==> config.mk <==
export PLATFORM = sky130hd
export DESIGN_NAME = reg_access_ctrl_flat
export DESIGN_NICKNAME = d
export VERILOG_FILES = /design/src/rtl/slc3_pkg.sv /design/src/rtl/reg_access_ctrl_if.sv /design/src/rtl/reg_access_ctrl.sv /design/src/flat_wrapper.sv
export SDC_FILE = /design/constraint.sdc
export NUM_CORES = 1
export LEC_CHECK = 0
export BUFFER_PORTS_ARGS = -buffer_cell sky130_fd_sc_hd__clkbuf_2
export CAP_MARGIN = 20
export CORE_UTILIZATION = 42
export CTS_CLUSTER_DIAMETER = 40
export DETAILED_ROUTE_END_ITERATION = 7
export PLACE_DENSITY = 0.85
export SETUP_SLACK_MARGIN = 0.1
export SYNTH_ARGS = -nofsm -noshare
export SYNTH_HDL_FRONTEND = slang
export SYNTH_SLANG_ARGS = --single-unit
==> constraint.sdc <==
create_clock -name Clk -period 4.8 [get_ports Clk]
set_input_delay 0.96 -clock Clk [delete_from_list [all_inputs] [get_ports Clk]]
set_output_delay 0.96 -clock Clk [all_outputs]
set_load 0.005 [all_outputs]
==> src/rtl/slc3_pkg.sv <==
// Shared LC-3 datapath types and sizes used by the register-access controller.
package slc3_pkg;

   localparam int NUM_REGS   = 8;
   localparam int REG_IDX_W  = 3;
   localparam int DATA_W     = 16;
   localparam int STARVE_MAX = 3;

   typedef enum logic [1:0] {
      INIT = 2'd0,
      RUN  = 2'd1,
      ACK  = 2'd2
   } state_e;

   typedef logic [REG_IDX_W-1:0] reg_idx_t;
   typedef logic [DATA_W-1:0]    data_t;
   typedef logic [1:0]           starve_t;

endpackage

==> src/rtl/reg_access_ctrl_if.sv <==
// CPU, debug-port and register-file signals seen by the register-access controller.
interface reg_access_ctrl_if;
   import slc3_pkg::*;

   logic     cpu_ld;
   reg_idx_t cpu_dr;
   data_t    cpu_d;
   reg_idx_t cpu_sr1;
   reg_idx_t cpu_sr2;
   logic     cpu_stall;

   logic     dbg_req;
   logic     dbg_we;
   reg_idx_t dbg_addr;
   data_t    dbg_wdata;
   logic     dbg_ack;
   data_t    dbg_rdata;

   logic     rf_ld;
   reg_idx_t rf_dr;
   data_t    rf_d;
   reg_idx_t rf_sr1;
   reg_idx_t rf_sr2;
   data_t    rf_sr1_out;

   modport slave (
      input  cpu_ld, cpu_dr, cpu_d, cpu_sr1, cpu_sr2,
      input  dbg_req, dbg_we, dbg_addr, dbg_wdata,
      input  rf_sr1_out,
      output cpu_stall, dbg_ack, dbg_rdata,
      output rf_ld, rf_dr, rf_d, rf_sr1, rf_sr2
   );

   modport master (
      output cpu_ld, cpu_dr, cpu_d, cpu_sr1, cpu_sr2,
      output dbg_req, dbg_we, dbg_addr, dbg_wdata,
      output rf_sr1_out,
      input  cpu_stall, dbg_ack, dbg_rdata,
      input  rf_ld, rf_dr, rf_d, rf_sr1, rf_sr2
   );

endinterface

==> src/rtl/reg_access_ctrl.sv <==
// Arbitrates register-file access between the CPU writeback path and a debug port,
// and zeroes R0..R7 after reset before letting the CPU run.
module reg_access_ctrl
   import slc3_pkg::*;
(
   input  logic               Clk,
   input  logic               Reset,
   reg_access_ctrl_if.slave   bus
);

   state_e   state_q, state_d;
   reg_idx_t init_cnt_q, init_cnt_d;
   starve_t  starve_cnt_q, starve_cnt_d;
   logic     dbg_ack_q, dbg_ack_d;
   data_t    dbg_rdata_q, dbg_rdata_d;
   logic     grant;

   // Debug wins when the CPU is idle or after it has been passed over STARVE_MAX times.
   assign grant = (state_q == RUN) && bus.dbg_req &&
                  (!bus.cpu_ld || (starve_cnt_q == starve_t'(STARVE_MAX)));

   always_ff @(posedge Clk) begin
      if (Reset) begin
         state_q      <= INIT;
         init_cnt_q   <= '0;
         starve_cnt_q <= '0;
         dbg_ack_q    <= 1'b0;
         dbg_rdata_q  <= '0;
      end else begin
         state_q      <= state_d;
         init_cnt_q   <= init_cnt_d;
         starve_cnt_q <= starve_cnt_d;
         dbg_ack_q    <= dbg_ack_d;
         dbg_rdata_q  <= dbg_rdata_d;
      end
   end

   always_comb begin
      state_d      = state_q;
      init_cnt_d   = init_cnt_q;
      starve_cnt_d = starve_cnt_q;
      dbg_ack_d    = grant;
      dbg_rdata_d  = dbg_rdata_q;
      case (state_q)
         INIT: begin
            init_cnt_d = init_cnt_q + 1'b1;
            if (init_cnt_q == reg_idx_t'(NUM_REGS - 1)) state_d = RUN;
         end
         RUN: begin
            if (grant) begin
               state_d      = ACK;
               starve_cnt_d = '0;
               // Sampled before the edge, so a write grant returns the old contents.
               dbg_rdata_d  = bus.rf_sr1_out;
            end else if (bus.dbg_req && bus.cpu_ld &&
                         (starve_cnt_q != starve_t'(STARVE_MAX))) begin
               starve_cnt_d = starve_cnt_q + 1'b1;
            end
         end
         ACK:     state_d = RUN;
         default: state_d = INIT;
      endcase
   end

   always_comb begin
      bus.rf_ld     = bus.cpu_ld;
      bus.rf_dr     = bus.cpu_dr;
      bus.rf_d      = bus.cpu_d;
      bus.rf_sr1    = bus.cpu_sr1;
      bus.rf_sr2    = bus.cpu_sr2;
      bus.cpu_stall = 1'b0;
      case (state_q)
         INIT: begin
            bus.rf_ld     = 1'b1;
            bus.rf_dr     = init_cnt_q;
            bus.rf_d      = '0;
            bus.cpu_stall = 1'b1;
         end
         RUN: begin
            if (grant) begin
               bus.rf_ld     = bus.dbg_we;
               bus.rf_dr     = bus.dbg_addr;
               bus.rf_d      = bus.dbg_wdata;
               bus.rf_sr1    = bus.dbg_addr;
               bus.cpu_stall = 1'b1;
            end
         end
         default: ;
      endcase
      // Reset overrides everything: no writes land and the CPU is held.
      if (Reset) begin
         bus.rf_ld     = 1'b0;
         bus.cpu_stall = 1'b1;
      end
   end

   assign bus.dbg_ack   = dbg_ack_q & ~Reset;
   assign bus.dbg_rdata = dbg_rdata_q;

endmodule

==> src/flat_wrapper.sv <==
// flat-port wrapper written by rule: the top's interface ports become plain ports
module reg_access_ctrl_flat import slc3_pkg::*;
  (Clk, Reset, bus_cpu_ld, bus_cpu_dr, bus_cpu_d, bus_cpu_sr1, bus_cpu_sr2, bus_dbg_req, bus_dbg_we, bus_dbg_addr, bus_dbg_wdata, bus_rf_sr1_out, bus_cpu_stall, bus_dbg_ack, bus_dbg_rdata, bus_rf_ld, bus_rf_dr, bus_rf_d, bus_rf_sr1, bus_rf_sr2);
  reg_access_ctrl_if bus_i ();
  input  logic Clk;
  input  logic Reset;
  input wire logic [$bits(bus_i.cpu_ld)-1:0] bus_cpu_ld;
  input wire logic [$bits(bus_i.cpu_dr)-1:0] bus_cpu_dr;
  input wire logic [$bits(bus_i.cpu_d)-1:0] bus_cpu_d;
  input wire logic [$bits(bus_i.cpu_sr1)-1:0] bus_cpu_sr1;
  input wire logic [$bits(bus_i.cpu_sr2)-1:0] bus_cpu_sr2;
  input wire logic [$bits(bus_i.dbg_req)-1:0] bus_dbg_req;
  input wire logic [$bits(bus_i.dbg_we)-1:0] bus_dbg_we;
  input wire logic [$bits(bus_i.dbg_addr)-1:0] bus_dbg_addr;
  input wire logic [$bits(bus_i.dbg_wdata)-1:0] bus_dbg_wdata;
  input wire logic [$bits(bus_i.rf_sr1_out)-1:0] bus_rf_sr1_out;
  output wire logic [$bits(bus_i.cpu_stall)-1:0] bus_cpu_stall;
  output wire logic [$bits(bus_i.dbg_ack)-1:0] bus_dbg_ack;
  output wire logic [$bits(bus_i.dbg_rdata)-1:0] bus_dbg_rdata;
  output wire logic [$bits(bus_i.rf_ld)-1:0] bus_rf_ld;
  output wire logic [$bits(bus_i.rf_dr)-1:0] bus_rf_dr;
  output wire logic [$bits(bus_i.rf_d)-1:0] bus_rf_d;
  output wire logic [$bits(bus_i.rf_sr1)-1:0] bus_rf_sr1;
  output wire logic [$bits(bus_i.rf_sr2)-1:0] bus_rf_sr2;
  assign bus_i.cpu_ld = bus_cpu_ld;
  assign bus_i.cpu_dr = bus_cpu_dr;
  assign bus_i.cpu_d = bus_cpu_d;
  assign bus_i.cpu_sr1 = bus_cpu_sr1;
  assign bus_i.cpu_sr2 = bus_cpu_sr2;
  assign bus_i.dbg_req = bus_dbg_req;
  assign bus_i.dbg_we = bus_dbg_we;
  assign bus_i.dbg_addr = bus_dbg_addr;
  assign bus_i.dbg_wdata = bus_dbg_wdata;
  assign bus_i.rf_sr1_out = bus_rf_sr1_out;
  assign bus_cpu_stall = bus_i.cpu_stall;
  assign bus_dbg_ack = bus_i.dbg_ack;
  assign bus_dbg_rdata = bus_i.dbg_rdata;
  assign bus_rf_ld = bus_i.rf_ld;
  assign bus_rf_dr = bus_i.rf_dr;
  assign bus_rf_d = bus_i.rf_d;
  assign bus_rf_sr1 = bus_i.rf_sr1;
  assign bus_rf_sr2 = bus_i.rf_sr2;
  reg_access_ctrl u_core (.Clk(Clk), .Reset(Reset), .bus(bus_i));
endmodule
Word-level counts from Yosys, hierarchy flattened
Cells that the tools add are included.
{ "word_totals": {"ramBits": 0, "output_inout_bits": 44, "n_memories": 0, "wordCells": 44, "input_bits": 65, "ff_bits": 24, "mem_bits_ro": 0, "latchBits": 0} }
{ "classes": {"shifts": 0, "order_cmp": 0, "n_addsub": 2, "bitwise_logic": 2, "mux": 17, "eq_ne": 7, "n_mul": 0, "n_div": 0, "reduce_logical": 11} }
{ "op_table": {"columns": ["operator", "count"], "rows": [
  ["case mux 16 bit (2 select lines)", 1],
  ["2-to-1 mux 16 bit", 1],
  ["2-to-1 mux 3 bit", 3],
  ["2-to-1 mux 2 bit", 4],
  ["case mux 2 bit (3 select lines)", 1],
  ["case mux 3 bit (2 select lines)", 1],
  ["AND reduction 2 bit", 3],
  ["== test 2 bit, second input constant", 2],
  ["logical AND 1 bit", 4],
  ["2-to-1 mux 1 bit", 4],
  ["!= test 2 x 1 -> 1 bit, second input constant", 2],
  ["case mux 1 bit (2 select lines)", 2],
  ["adder 3 x 1 -> 3 bit, second input constant", 1],
  ["== test 3 bit, second input constant", 1],
  ["adder 2 x 1 -> 2 bit, second input constant", 1],
  ["== test 2 x 1 -> 1 bit, second input constant", 1],
  ["logical NOT 2 bit", 1],
  ["!= test 2 bit, second input constant", 1],
  ["nonzero test 2 bit", 1],
  ["bitwise AND 1 bit", 1],
  ["logical NOT 1 bit", 1],
  ["logical OR 1 bit", 1],
  ["NOT 1 bit", 1]
]} }

Logic depth before layout (Yosys ltp)
Gate-level depths: netlist of run 1.
{ "depth": {"depth_word": 6, "depth_mapped": 5, "ltp_nobuf": 4} }

Worst setup path before layout of run 1
OpenSTA, ideal clock, no wires.
{ "synth_timing": {"kind": "in2out", "start": "input port bus_cpu_ld", "end": "output port bus_rf_sr1[0]", "arrival_time_ns": 1.805, "t_required_ns": 3.840, "n_path_buf": 1, "path_stages": 4, "slack_ns": 2.035, "path_cell_list": "and2b_1 -> nor2_4 -> buf_4 -> mux2_1"} }
{ "synth_between": {"elab_chain_cells": 5} }
{ "synth_rtl": {"columns": ["item", "line_no", "source"], "rows": [
  ["from (decl)", "flat_wrapper.sv:7", "input wire logic [$bits(bus_i.cpu_ld)-1:0] bus_cpu_ld;"],
  ["logical NOT 1 bit", "reg_access_ctrl.sv:20", "(!bus.cpu_ld || (starve_cnt_q == starve_t'(STARVE_MAX)));"],
  ["logical OR 1 bit", "reg_access_ctrl.sv:20", null],
  ["logical AND 1 bit", "reg_access_ctrl.sv:19", "assign grant = (state_q == RUN) && bus.dbg_req &&"],
  ["2-to-1 mux 3 bit", "reg_access_ctrl.sv:80", "if (grant) begin"],
  ["2-to-1 mux 3 bit", "reg_access_ctrl.sv:72", "case (state_q)"],
  ["to (decl)", "flat_wrapper.sv:23", "output wire logic [$bits(bus_i.rf_sr1)-1:0] bus_rf_sr1;"]
]} }
Every way passes these cells.

Worst setup path after layout of run 1
Same ends and word-level chain as after synthesis.

==> impl_metrics.json, run 1 <==
{
  "power.leakage_nw": 0.942,
  "clock_latency_ps": 300,
  "synth-xor-area-share": 0.0128,
  "finClkSkew_ps": 1.24,
  "grt_max_degree": 45,
  "cts_buffers": 3,
  "io_buffers": 102,
  "power.density_nw_per_um2": 192,
  "viasPerCell": 4.82,
  "cts_resized": 0,
  "endpoint_kind": "primary output",
  "crit_path_top_delay_cell": "nor2_4",
  "finalSetupViolations": 0,
  "tritoncts": "done",
  "synth_area_leader_cell": "dfxtp_1",
  "outcome": "finished clean",
  "ys_top_cells_by_count": "33 x nand2b_1, 24 x dfxtp_1, 17 x mux2i_1",
  "yosysSeqAreaShare": 0.352,
  "synthSimpleGateAreaFrac": 0.242,
  "root_buffer": "clkbuf_4",
  "synth.area.top_cells": "dfxtp_1 35%, nand2b_1 15%, mux2i_1 12%, a22o_1 10%, buf_4 3.3%",
  "worstPathCellList": "clkbuf_2 -> and2b_1 -> nor2_4 -> mux2_1 -> clkbuf_2",
  "final.fill_count": 305,
  "cts_sinks": 24,
  "muxShareOfSynthArea": 0.149,
  "syn2layout_area_growth_pct": 39.6,
  "die_w_um": 59.0,
  "yosysMostFrequentCell": "nand2b_1",
  "grt_pass1_wl_mm": 4.72,
  "cts-htree-levels": 1,
  "hold_ws_ps": 483,
  "final.setup.tns_ps": 0,
  "slew_headroom": 0.400,
  "antenna_cells": 0,
  "clock_path_buffers": 2,
  "async_flop_share": 0,
  "dp_hpwl_mm": 2.46,
  "start_util": 0.443,
  "ant_nets": 0,
  "postRouteWirelength_mm": 3.17,
  "holdBufCountCts": 0,
  "yosysUniqueCellTypes": 30,
  "setup_ws_ps": 1510,
  "worst_pin_slew_ps": 897,
  "clock.fmax_mhz": 304,
  "hold_path_class": "register to register",
  "drv_cap": 0,
  "crit_family": "simple AND/OR/NAND/NOR gates",
  "overflow": 0,
  "grt_pass1_vias": 1192,
  "ir_drop_v": 0.000124,
  "gp_congestion": 0.778,
  "synth_flop_cell": "dfxtp_1",
  "dr.pass1.iters": 4,
  "cp-start-kind": "input port",
  "synth_warnings": 0,
  "crit_path_frequent_cell": "clkbuf_2",
  "syn-num-nets": 210,
  "netlist_area_um2": 1370,
  "die_area_um2": 3480,
  "core_area_um2": 3080,
  "synthCells": 142,
  "slowest_delay_ps": 540,
  "synth-edff-count": 0,
  "rsz0062_at_grt": "false",
  "ios": 109,
  "clk_pin_slew_worst_paths_ps": 130,
  "synth_top_family_by_area": "simple AND/OR/NAND/NOR gates",
  "row_count": 20,
  "cts_setup_buffers": 0,
  "cp.required_ps": 3840,
  "fin_crit_ps": 3290,
  "synth-compound-area-share": 0.156,
  "post-route-period-util": 0.685,
  "antenna_found_initial": 0,
  "drc_errors": 0,
  "die_y_um": 59.0,
  "vias": 1349,
  "track_usage": 0.175,
  "drtIter0Drc": 63,
  "drive_gt1_frac": 0.475,
  "yosys.area_share.adder": 0.0275,
  "cp_num_buf_inv": 2,
  "synth_area_per_cell_um2": 9.61,
  "maxSlewViolCount": 0,
  "synth-seq-cells": 24,
  "wire_per_inst_um": 11.3,
  "synth_top_area_frac": 0.352,
  "path_class": "input port to primary output",
  "hold_violations": 0,
  "arrival_ps": 2330,
  "cp_max_fo": 28,
  "dpl_worst_slack_ps": 1490,
  "nNetsFinal": 305
}
## layout by cell type, fill, tap and decap left out, types with 2 or more instances in the layout
master	n
a21oi_1	2
a221o_1	3
a22o_1	16
and2_1	3
clkbuf_2	102
clkbuf_4	3
dfxtp_1	24
ha_1	3
inv_1	2
mux2_1	2
mux2i_1	17
nand2_1	2
nand2b_1	33
nor2_1	2
nor3_1	5
o21ai_0	2
## worst min-delay path, cell delays in order, from the launching register on
cell and delay, ps:
dfxtp_1 340, nand2b_1 60, mux2i_1 50
## power by group
group,leakage [nW],total [W],internal [W],switching [W]
registers,0.194,0.000204,0.000202,0.00000203
clock network,0.0210,0.000104,0.0000462,0.0000576
logic,0.727,0.0000575,0.0000349,0.0000226
total,0.942,0.000366,0.000283,0.0000822
## metal layers
| metal | up-vias | track usage | share of wire | wire length (um) |
|---|---|---|---|---|
| met5 | - | 0 | 0 | 0 |
| met4 | 0 | 0.0510 | 0.0032 | 10 |
| met3 | 2 | 0.0371 | 0.10 | 323 |
| met2 | 69 | 0.346 | 0.49 | 1570 |
| met1 | 592 | 0.181 | 0.40 | 1270 |
| li1 | 686 | - | - | - |
## path summary, 6_finish.rpt
path	startpoint	endpoint	slack, ps	cells past startpoint
setup reg to reg	u_core.starve_cnt_q[0]$_SDFFE_PP0P_	u_core.bus.dbg_rdata[12]$_SDFFE_PP0P_	2830	5
setup / recovery	bus_cpu_ld	bus_rf_sr1[0]	1510	5
hold / removal	u_core.bus.dbg_rdata[13]$_SDFFE_PP0P_	u_core.bus.dbg_rdata[13]$_SDFFE_PP0P_	480	2
hold reg to reg	u_core.bus.dbg_rdata[13]$_SDFFE_PP0P_	u_core.bus.dbg_rdata[13]$_SDFFE_PP0P_	480	2
## flip-flops by register name, indices dropped and copies added, names as in the netlist
| signal | cells |
|---|---|
| u_core.bus.dbg_rdata | 16 |
| u_core.state_q | 2 |
| u_core.dbg_ack_q | 1 |
| u_core.starve_cnt_q | 2 |
| u_core.init_cnt_q | 3 |
## cell families (layout without fill, tap and decap cells)
logic type | Yosys count | count (layout)
buf+inv | 15 | 109
xor+xnor | 2 | 2
fa+ha+maj | 3 | 3
compound gates | 26 | 26
flops | 24 | 24
simple gates | 52 | 52
mux | 20 | 20
## per-stage QoR
step / instances / area (um2) / util / power [W]
finish: 280 / 1910 / 0.619 / 0.000366
global route: 280 / 1910 / 0.619 / 0.000384
CTS: 280 / 1910 / 0.619 / 0.000371
detailed placement: 276 / 1870 / 0.607 / 0.000267
global placement: 276 / 1870 / 0.607 / 0.000266
floorplan: 142 / 1370 / - / 0.000235
## final cells by class
type / count / area (um2) / area share
tap: 44 / 55.1 / 0.0289
inverter: 2 / 7.51 / 0.00394
sequential: 24 / 480 / 0.252
timing repair buffer: 103 / 518 / 0.272
clock buffer: 4 / 36.3 / 0.0190
multi-input combinational: 103 / 808 / 0.424
Power figures use the tool's default switching activity.
==> inputs of run 2 (changes only) <==
--- a/config.mk
+++ b/config.mk
@@ -7,10 +7,10 @@
 export LEC_CHECK = 0
 export BUFFER_PORTS_ARGS = -buffer_cell sky130_fd_sc_hd__clkbuf_2
 export CAP_MARGIN = 20
-export CORE_UTILIZATION = 42
+export CORE_UTILIZATION = 35
 export CTS_CLUSTER_DIAMETER = 40
 export DETAILED_ROUTE_END_ITERATION = 7
-export PLACE_DENSITY = 0.85
+export PLACE_DENSITY = 0.76
 export SETUP_SLACK_MARGIN = 0.1
 export SYNTH_ARGS = -nofsm -noshare
 export SYNTH_HDL_FRONTEND = slang
==> constraint.sdc (replaced) <==
create_clock -name Clk -period 2.7 [get_ports Clk]
set_input_delay 0.54 -clock Clk [delete_from_list [all_inputs] [get_ports Clk]]
set_output_delay 0.54 -clock Clk [all_outputs]
set_load 0.005 [all_outputs]
==> run 2 against run 1 <==
  * Sequential share of layout area shrank 0.42 points
  * Global-route usage fell by 2.2 points
  * Die area increased by 19%
  * Wire length fell by 1.1%
  * Via count up 0.74%
  * Count of clock-buffer cells in the layout fell by 1
  * Flip-flop and latch count unchanged
  * Worst setup slack worse by 1200 ps
  * Largest cell class unchanged
  * Highest routed layer unchanged
==> impl_metrics.json, run 2 (synthesized netlist as in run 1, its figures left out) <==
{
  "ir_drop_v": 0.000193,
  "hold_ws_ps": 473,
  "place_area_um2": 1900,
  "wire_per_inst_um": 11.0,
  "syn2layout_area_growth_pct": 42.0,
  "cp_num_buf_inv": 2,
  "grt_pass1_wl_mm": 5.07,
  "dp_hpwl_mm": 2.47,
  "final_cell_mix": "102 x clkbuf_2, 33 x nand2b_1, 24 x dfxtp_1",
  "drv_cap": 0,
  "worst_pin_slew_ps": 316,
  "crit_family": "simple AND/OR/NAND/NOR gates",
  "cp-start-kind": "register",
  "path_class": "register to primary output",
  "drc_errors": 0,
  "slew_headroom": 0.789,
  "start_util": 0.370,
  "tritoncts": "done",
  "track_usage": 0.153,
  "drtIter0Drc": 46,
  "drive_gt1_frac": 0.479,
  "clk_pin_slew_worst_paths_ps": 80,
  "cp_max_fo": 18,
  "endpoint_kind": "primary output",
  "hold_path_class": "register to register",
  "die_y_um": 64.5,
  "vias": 1359,
  "die_area_um2": 4150,
  "io_buffers": 102,
  "overflow": 0,
  "hold_violations": 0,
  "maxSlewViolCount": 0,
  "post-route-util": 0.525,
  "root_buffer": "clkbuf_8",
  "post-route-period-util": 0.894,
  "largest_reg_flops": 16,
  "fin_area_um2": 1940,
  "cts_setup_buffers": 0,
  "cts-htree-levels": 1,
  "final.setup.tns_ps": 0,
  "finClkSkew_ps": 2.24,
  "row_count": 22,
  "slowest_delay_ps": 370,
  "finalSetupViolations": 0,
  "cts_sinks": 24,
  "viasPerCell": 4.75,
  "postRouteWirelength_mm": 3.14,
  "arrival_ps": 1870,
  "gp_congestion": 0.791,
  "dr.pass1.iters": 4,
  "grt_pass1_vias": 1180,
  "ant_nets": 0,
  "reg2reg_slack_ps": 1130,
  "cp.required_ps": 2160,
  "outcome": "finished clean",
  "die_w_um": 64.5,
  "rsz0062_at_grt": "false",
  "antenna_cells": 0,
  "nNetsFinal": 308,
  "power.leakage_nw": 0.958,
  "core_area_um2": 3690,
  "fin_crit_ps": 2410,
  "clock_latency_ps": 260,
  "grt_max_degree": 35,
  "ios": 109,
  "power.density_nw_per_um2": 346,
  "cts_buffers": 3,
  "worstPathCellList": "ha_1 -> and2b_1 -> nor2_4 -> buf_4 -> or3_1 -> clkbuf_2",
  "crit_path_top_delay_cell": "or3_1",
  "instances_no_fill": 286,
  "cts_resized": 0,
  "holdBufCountCts": 0,
  "final_common_cell": "clkbuf_2",
  "antenna_found_initial": 0,
  "dpl.cell_count": 283,
  "clock.fmax_mhz": 414,
  "clock_path_buffers": 2
}
[run 2: where the power goes]
part,switching [W],total (W),internal [W]
Clock,0.000105,0.000205,0.0000995
Sequential,0.00000397,0.000363,0.000359
Combinational,0.0000406,0.000104,0.0000630
[run 2: final cells by class]
class                   instances  area, um2
fillers                       358       1750
well taps                      48       60.1
clock buffers                   3       41.3
flip-flops and latches         24        480
multi-input cells             103        808
repair buffers                106        541
inverters                       2       7.51
[run 2: layer usage]
layer  track usage  vias to the layer above  wire, um
met1         0.175                      596      1310
met2         0.272                       68      1510
li1              -                      693         -
met5             0                        -         0
met3        0.0352                        2       305
met4        0.0583                        0        14
[run 2: stage by stage]
stage	worst slack, ps	power [W]
after floorplan	775	0.000418
after global placement	471	0.000475
after detailed placement	453	0.000476
after CTS	257	0.000684
after global routing	156	0.000713
final	286	0.000671
[run 2: worst min-delay path: cells and delay by family, from the launching register on]
kind             cells  cell delay, ps
DFF                  1             310
muxes                1              60
and+or+nand+nor      1              60
[run 2: final timing paths]
kind              cells past startpoint                             startpoint                                    end
setup / recovery                      6    u_core.starve_cnt_q[0]$_SDFFE_PP0P_                          bus_cpu_stall
hold / removal                        2  u_core.bus.dbg_rdata[13]$_SDFFE_PP0P_  u_core.bus.dbg_rdata[13]$_SDFFE_PP0P_
setup reg to reg                      5    u_core.starve_cnt_q[0]$_SDFFE_PP0P_   u_core.bus.dbg_rdata[8]$_SDFFE_PP0P_
hold reg to reg                       2  u_core.bus.dbg_rdata[13]$_SDFFE_PP0P_  u_core.bus.dbg_rdata[13]$_SDFFE_PP0P_
